[src/rtl/cordic_pkg.sv]
// Shared widths, mode codes and FSM state type for the CORDIC job scheduler.
package cordic_pkg;

  localparam int unsigned N_REQ  = 4;
  localparam int unsigned ID_W   = 2;
  localparam int unsigned MODE_W = 8;
  localparam int unsigned DATA_W = 32;
  localparam int unsigned RSP_W  = 2 * DATA_W;

  localparam logic [MODE_W-1:0] MODE_SINCOS   = 8'd1;
  localparam logic [MODE_W-1:0] MODE_SINHCOSH = 8'd2;
  localparam logic [MODE_W-1:0] MODE_TANH     = 8'd3;
  localparam logic [MODE_W-1:0] MODE_ASINACOS = 8'd4;
  localparam logic [MODE_W-1:0] MODE_EXP      = 8'd5;
  localparam logic [MODE_W-1:0] MODE_LN       = 8'd6;
  localparam logic [MODE_W-1:0] MODE_SQRT     = 8'd7;
  localparam logic [MODE_W-1:0] MODE_ARCTAN   = 8'd8;

  typedef enum logic [1:0] {
    ST_IDLE,
    ST_CALL,
    ST_WAIT,
    ST_RESP
  } state_t;

  function automatic logic mode_valid(input logic [MODE_W-1:0] m);
    return (m >= MODE_SINCOS) && (m <= MODE_ARCTAN);
  endfunction

  // Modes whose engine produces a meaningful secondary result.
  function automatic logic mode_dual(input logic [MODE_W-1:0] m);
    return (m >= MODE_SINCOS) && (m <= MODE_ASINACOS);
  endfunction

endpackage

[src/rtl/cordic_rr_arbiter.sv]
// Four-way round-robin arbiter: searches from last_grant+1 and returns a one-hot grant.
module cordic_rr_arbiter
  import cordic_pkg::*;
(
  input  logic [N_REQ-1:0] req,
  input  logic [ID_W-1:0]  last_grant,
  output logic [N_REQ-1:0] grant
);

  logic [ID_W-1:0] idx;
  logic            found;

  always_comb begin
    grant = '0;
    found = 1'b0;
    idx   = '0;
    for (int unsigned i = 1; i <= N_REQ; i++) begin
      // Index arithmetic wraps modulo N_REQ through the ID_W-bit truncation.
      idx = last_grant + ID_W'(i);
      if (!found && req[idx]) begin
        grant[idx] = 1'b1;
        found      = 1'b1;
      end
    end
  end

endmodule

[src/rtl/cordic_job_scheduler.sv]
// Arbitrates four requesters onto one shared CORDIC engine and returns one response per job.
// Optional WAIT-state timeout enabled with `define CORDIC_TIMEOUT_EN.
module cordic_job_scheduler
  import cordic_pkg::*;
#(
  parameter int unsigned TIMEOUT_CYCLES = 256
) (
  input  logic                      clk,
  input  logic                      reset,
  input  logic [N_REQ-1:0]          req_valid,
  output logic [N_REQ-1:0]          req_ready,
  input  logic [N_REQ*MODE_W-1:0]   req_mode,
  input  logic [N_REQ*DATA_W-1:0]   req_a,
  input  logic [N_REQ*DATA_W-1:0]   req_b,
  output logic                      eng_call,
  output logic [MODE_W-1:0]         eng_mode,
  output logic [DATA_W-1:0]         eng_a,
  output logic [DATA_W-1:0]         eng_b,
  input  logic                      eng_done,
  input  logic [DATA_W-1:0]         eng_res0,
  input  logic [DATA_W-1:0]         eng_res1,
  output logic                      rsp_valid,
  input  logic                      rsp_ready,
  output logic [ID_W-1:0]           rsp_id,
  output logic [RSP_W-1:0]          rsp_data,
  output logic                      rsp_err,
  output logic                      busy
);

  state_t            state;
  logic [ID_W-1:0]   last_grant;
  logic [MODE_W-1:0] job_mode;
  logic [N_REQ-1:0]  grant;
  logic              accept;
  logic              timeout_hit;
  logic [ID_W-1:0]   sel_id;
  logic [MODE_W-1:0] sel_mode;
  logic [DATA_W-1:0] sel_a;
  logic [DATA_W-1:0] sel_b;

  cordic_rr_arbiter u_arb (
    .req        (req_valid),
    .last_grant (last_grant),
    .grant      (grant)
  );

  assign req_ready = (state == ST_IDLE) ? grant : '0;
  assign accept    = |req_ready;

  always_comb begin
    sel_id   = '0;
    sel_mode = '0;
    sel_a    = '0;
    sel_b    = '0;
    for (int unsigned i = 0; i < N_REQ; i++) begin
      if (grant[i]) begin
        sel_id   = ID_W'(i);
        sel_mode = req_mode[i*MODE_W +: MODE_W];
        sel_a    = req_a[i*DATA_W +: DATA_W];
        sel_b    = req_b[i*DATA_W +: DATA_W];
      end
    end
  end

`ifdef CORDIC_TIMEOUT_EN
  localparam int unsigned TO_W = $clog2(TIMEOUT_CYCLES + 1);
  logic [TO_W-1:0] to_cnt;

  // Fires in the TIMEOUT_CYCLES-th WAIT cycle; a done in that same cycle wins.
  assign timeout_hit = (state == ST_WAIT) && (to_cnt == TO_W'(TIMEOUT_CYCLES - 1));

  always_ff @(posedge clk or posedge reset) begin
    if (reset) begin
      to_cnt <= '0;
    end else if (state == ST_WAIT && !eng_done && !timeout_hit) begin
      to_cnt <= to_cnt + 1'b1;
    end else begin
      to_cnt <= '0;
    end
  end
`else
  assign timeout_hit = 1'b0;
`endif

  always_ff @(posedge clk or posedge reset) begin
    if (reset) begin
      state      <= ST_IDLE;
      last_grant <= 2'd3;
      job_mode   <= '0;
      eng_call   <= 1'b0;
      eng_mode   <= '0;
      eng_a      <= '0;
      eng_b      <= '0;
      rsp_valid  <= 1'b0;
      rsp_id     <= '0;
      rsp_data   <= '0;
      rsp_err    <= 1'b0;
      busy       <= 1'b0;
    end else begin
      case (state)
        ST_IDLE: begin
          if (accept) begin
            last_grant <= sel_id;
            rsp_id     <= sel_id;
            job_mode   <= sel_mode;
            busy       <= 1'b1;
            if (mode_valid(sel_mode)) begin
              eng_mode <= sel_mode;
              eng_a    <= sel_a;
              eng_b    <= (sel_mode == MODE_ARCTAN) ? sel_b : '0;
              eng_call <= 1'b1;
              state    <= ST_CALL;
            end else begin
              rsp_valid <= 1'b1;
              rsp_err   <= 1'b1;
              rsp_data  <= '0;
              state     <= ST_RESP;
            end
          end
        end
        ST_CALL: state <= ST_WAIT;
        ST_WAIT: begin
          if (eng_done) begin
            eng_call  <= 1'b0;
            rsp_valid <= 1'b1;
            rsp_err   <= 1'b0;
            rsp_data  <= mode_dual(job_mode) ? {eng_res1, eng_res0}
                                             : {{DATA_W{1'b0}}, eng_res0};
            state     <= ST_RESP;
          end else if (timeout_hit) begin
            eng_call  <= 1'b0;
            rsp_valid <= 1'b1;
            rsp_err   <= 1'b1;
            rsp_data  <= '0;
            state     <= ST_RESP;
          end
        end
        ST_RESP: begin
          if (rsp_ready) begin
            rsp_valid <= 1'b0;
            busy      <= 1'b0;
            state     <= ST_IDLE;
          end
        end
        default: state <= ST_IDLE;
      endcase
    end
  end

endmodule

[config.mk]
export PLATFORM = sky130hd
export DESIGN_NAME = cordic_job_scheduler
export DESIGN_NICKNAME = d
export VERILOG_FILES = /design/src/rtl/cordic_pkg.sv /design/src/rtl/cordic_rr_arbiter.sv /design/src/rtl/cordic_job_scheduler.sv
export SDC_FILE = /design/constraint.sdc
export NUM_CORES = 1
export LEC_CHECK = 0
export ABC_AREA = 1
export BUFFER_PORTS_ARGS = -buffer_cell sky130_fd_sc_hd__buf_2
export CAP_MARGIN = 15
export CORE_AREA = 2 2 199 201
export DETAILED_ROUTE_END_ITERATION = 8
export DIE_AREA = 0 0 201 203
export PLACE_DENSITY_LB_ADDON = 0.05
export SLEW_MARGIN = 10
export SYNTH_ARGS = -nofsm -noshare
export SYNTH_HDL_FRONTEND = slang
export SYNTH_SLANG_ARGS = --single-unit
[constraint.sdc]
create_clock -name clk -period 9.2 [get_ports clk]
set_clock_uncertainty 0.15 [all_clocks]
set_input_delay 0.46 -clock clk [delete_from_list [all_inputs] [get_ports clk]]
set_output_delay 0.46 -clock clk [all_outputs]
set_load 0.01 [all_outputs]
==> run_results.csv <==
group,metric,value,unit
flow_run,max_cap_violations,0,
status,outcome,"complete, no violations",
place,port_buffers,505,
clocking,cts_num_sinks,154,
logic_synthesis,synth.area.top_cells,"dfrtp_1, nand2_1, nand3_1, a21oi_1, o21ai_0",
place,routabilityCongestion,0.847,
worst_setup_path,crit_path_end,"rsp_data[0]",
timing,finalSetupViolations,0,
cells_and_area,drive_above_1_share,34.0,%
cells_and_area,fin_nets,2085,
timing,period_share,62.1,%
routing,routed-via-count,10200,
logic_synthesis,syn-cell-area,0.00925,mm^2
cells_and_area,synthToLayoutAreaGrowth,36.7,%
worst_setup_path,cp_num_cells,21,
die,rows,72,
clocking,numCtsBuffers,17,
routing,drtIter0Drc,558,
timing,maxSlewHeadroom,27.6,%
clocking,cts-resized-gates,0,
worst_setup_path,worst_path_max_delay_cell,"nor2_4",
worst_setup_path,timing.rr.start,"last_grant[1]",
logic_synthesis,synth_seq_area_share,41.7,%
logic_synthesis,synth-seq-cells,154,
die,start_util,24.0,%
die,fp.dieArea,0.0408,mm^2
cells_and_area,regArea,0.00386,mm^2
worst_setup_path,timing.rr.end,"rsp_data[0]",
die,core,0.0385,mm^2
clocking,cts-root-buf,"clkbuf_16",
logic_synthesis,yosysUniqueCellTypes,35,
place,place_hpwl,30.4,mm
logic_synthesis,synthFlopType,"dfrtp_1",
worst_setup_path,crit_family,"simple AND/OR/NAND/NOR gates",
power,vdd_drop_max,0.000272,V
timing,fmaxAchievable,175,MHz
clocking,cts_hold_buf,0,
place,placed_cell_area,0.0121,mm^2
worst_setup_path,worstPathCellList,"inv_1 > ha_1 > inv_1 > nand3_2 > nand2_2 > nand2_2 > nor2_4 > nand2_1 > nand3_4 > nor2_4 > nand2_1 > nand3_1 > nand2_1 > nand3_1 > nand2_1 > nand2_2 > nand3_4 > nand2_2 > buf_4 > nand2_1 > nand2_1",
logic_synthesis,synth_top_area_share,41.1,%
clocking,post_cts_buffers,0,
die,pin_count,506,
logic_synthesis,syn_area_per_cell,7.28,um^2
worst_setup_path,worst-r2r-cell-count,21,
cells_and_area,fillers,4303,
routing,drc,0,
cells_and_area,multi_input_area,0.00480,mm^2
timing,max_slew.worst_pin.slew,1090,ps
routing,firstDrtPassIters,4,
clocking,insertion_delay,440,ps
clocking,cts_buffer_depth,2,
timing,drv_slew,0,
cells_and_area,fin_area,0.0126,mm^2
timing,hold_viol_final,0,
grt,overflow,0,
timing,rsz0062_at_grt,"false",
logic_synthesis,synth.most_common_cell,"nand2_1",
worst_setup_path,worstSetupStartpointType,"flip-flop",
clocking,h-tree-depth,4,
routing,wl_per_cell,18.6,um
worst_setup_path,cp.required,9420,ps
worst_setup_path,r2r_setup_slack,3490,ps
logic_synthesis,synth_top_area_cell,"dfrtp_1",
clocking,cts.clk_slew.worst_paths,70,ps
worst_setup_path,cp_max_fo,74,
worst_setup_path,cp_num_buf_inv,3,
worst_hold_path,holdCritPathClass,"in2async",
grt,grt_max_degree,99,
timing,tns,0,ps
routing,routed_via_density,4.55,
logic_synthesis,synth_edf_count,0,
clocking,cts_tree,"built",
grt,grt_usage,20.2,%
power,p_per_area,432,mW/mm^2
worst_setup_path,cp-startpoint,"last_grant[1]",
logic_synthesis,syn_nets,1644,
worst_setup_path,cp.arrival,5930,ps
worst_setup_path,critical_path.endpoint_type,"flip-flop",
power,p_leak,6.94,nW
grt,grt_pass1_vias,10500,
worst_setup_path,slowest_delay,770,ps
routing,drt_wl_total,41.9,mm
die,die_y,203,um
logic_synthesis,synth_common_cells,"nand2_1, dfrtp_1, nand3_1, a21oi_1, o21ai_0",
logic_synthesis,synth.yosys.warnings,0,
grt,grt_pass1_wl,63.1,mm
logic_synthesis,synth-async-reset-ratio,100,%
logic_synthesis,synth_cells,1271,
grt,antenna_found_initial,14,
routing,ant_nets,0,
worst_setup_path,criticalPathCategory,"reg2reg",
timing,min_period,5710,ps
worst_setup_path,cpMostUsedCell,"nand2_1",
die,die_w,201,um
[layout make-up]
class,instances,share of cell area (%)
timing repair buffer,520,20.9
tap,518,5.13
antenna,8,0.158
sequential,154,30.5
multi-input combinational,985,38.0
clock buffer,25,4.00
inverter,34,1.05
clock inverter,7,0.317
[metal layers]
metal / GRT usage (%) / wire length, um / vias to the layer above / share of wire, %
met5: 0 / 84 / - / 0.20
met4: 6.85 / 852 / 14 / 2.0
met2: 34.5 / 20500 / 332 / 49
li1: - / - / 5104 / -
met1: 24.5 / 17800 / 4730 / 42
met3: 5.52 / 2690 / 51 / 6.4
[per-stage QoR]
stage | utilization, % | std cells | setup slack [ps] | hold slack [ps] | total power, mW
final | 32.9 | 2251 | 3490 | 60.4 | 5.47
after global routing | 32.8 | 2247 | 2850 | 146 | 6.03
after CTS | 32.8 | 2243 | 3360 | 117 | 5.58
after detailed placement | 31.4 | 2211 | 3400 | 303 | 4.88
after global placement | 31.4 | 2211 | 3450 | 298 | 4.90
after floorplan | - | 1271 | 4440 | 304 | 3.73
[how the worst min path moves through the flow]
stage | startpoint | endpoint | slack [ps] | cells after the start
3_3_place_gp | rsp_data[35] | rsp_data[35] | 300 | 2
6_report | reset | eng_a[2] | 60 | 2
5_1_grt | reset | eng_a[2] | 150 | 2
4_1_cts | reset | eng_a[2] | 120 | 2
2_1_floorplan | job_mode[0] | job_mode[0] | 300 | 2
3_5_place_dp | rsp_data[22] | rsp_data[22] | 300 | 2
[kinds of logic after synthesis]
family	Yosys count	synth area share, %
compound gates	254	15.7
xor+xnor	1	0.0947
fa+ha+maj	13	1.76
buf+inv	132	6.68
flops	154	41.7
simple gates	717	34.1
[state kept, by name (all words and copies together) (netlist names), 2 cells and up]
signal      count
rsp_data       64
eng_a          32
eng_b          32
eng_mode        8
job_mode        8
last_grant      2
rsp_id          2
state           2
[placed cells by master (no fill, tap or decap), types with 32 or more instances in the layout]
cell | Yosys | layout
dfrtp_1 | 152 | 152
nand3_1 | 82 | 82
nand2_1 | 493 | 491
nand3b_1 | 33 | 33
o21ai_0 | 71 | 71
nor3_1 | 32 | 32
buf_2 | 26 | 505
a21oi_1 | 75 | 75
o21ai_1 | 40 | 40
[report_power, final]
group	leakage [nW]	switching (mW)	internal [mW]
registers	2.06	0.108	0.883
clock network	0.269	0.287	0.379
logic	4.61	2.65	1.16
Power figures use the tool's default switching activity.
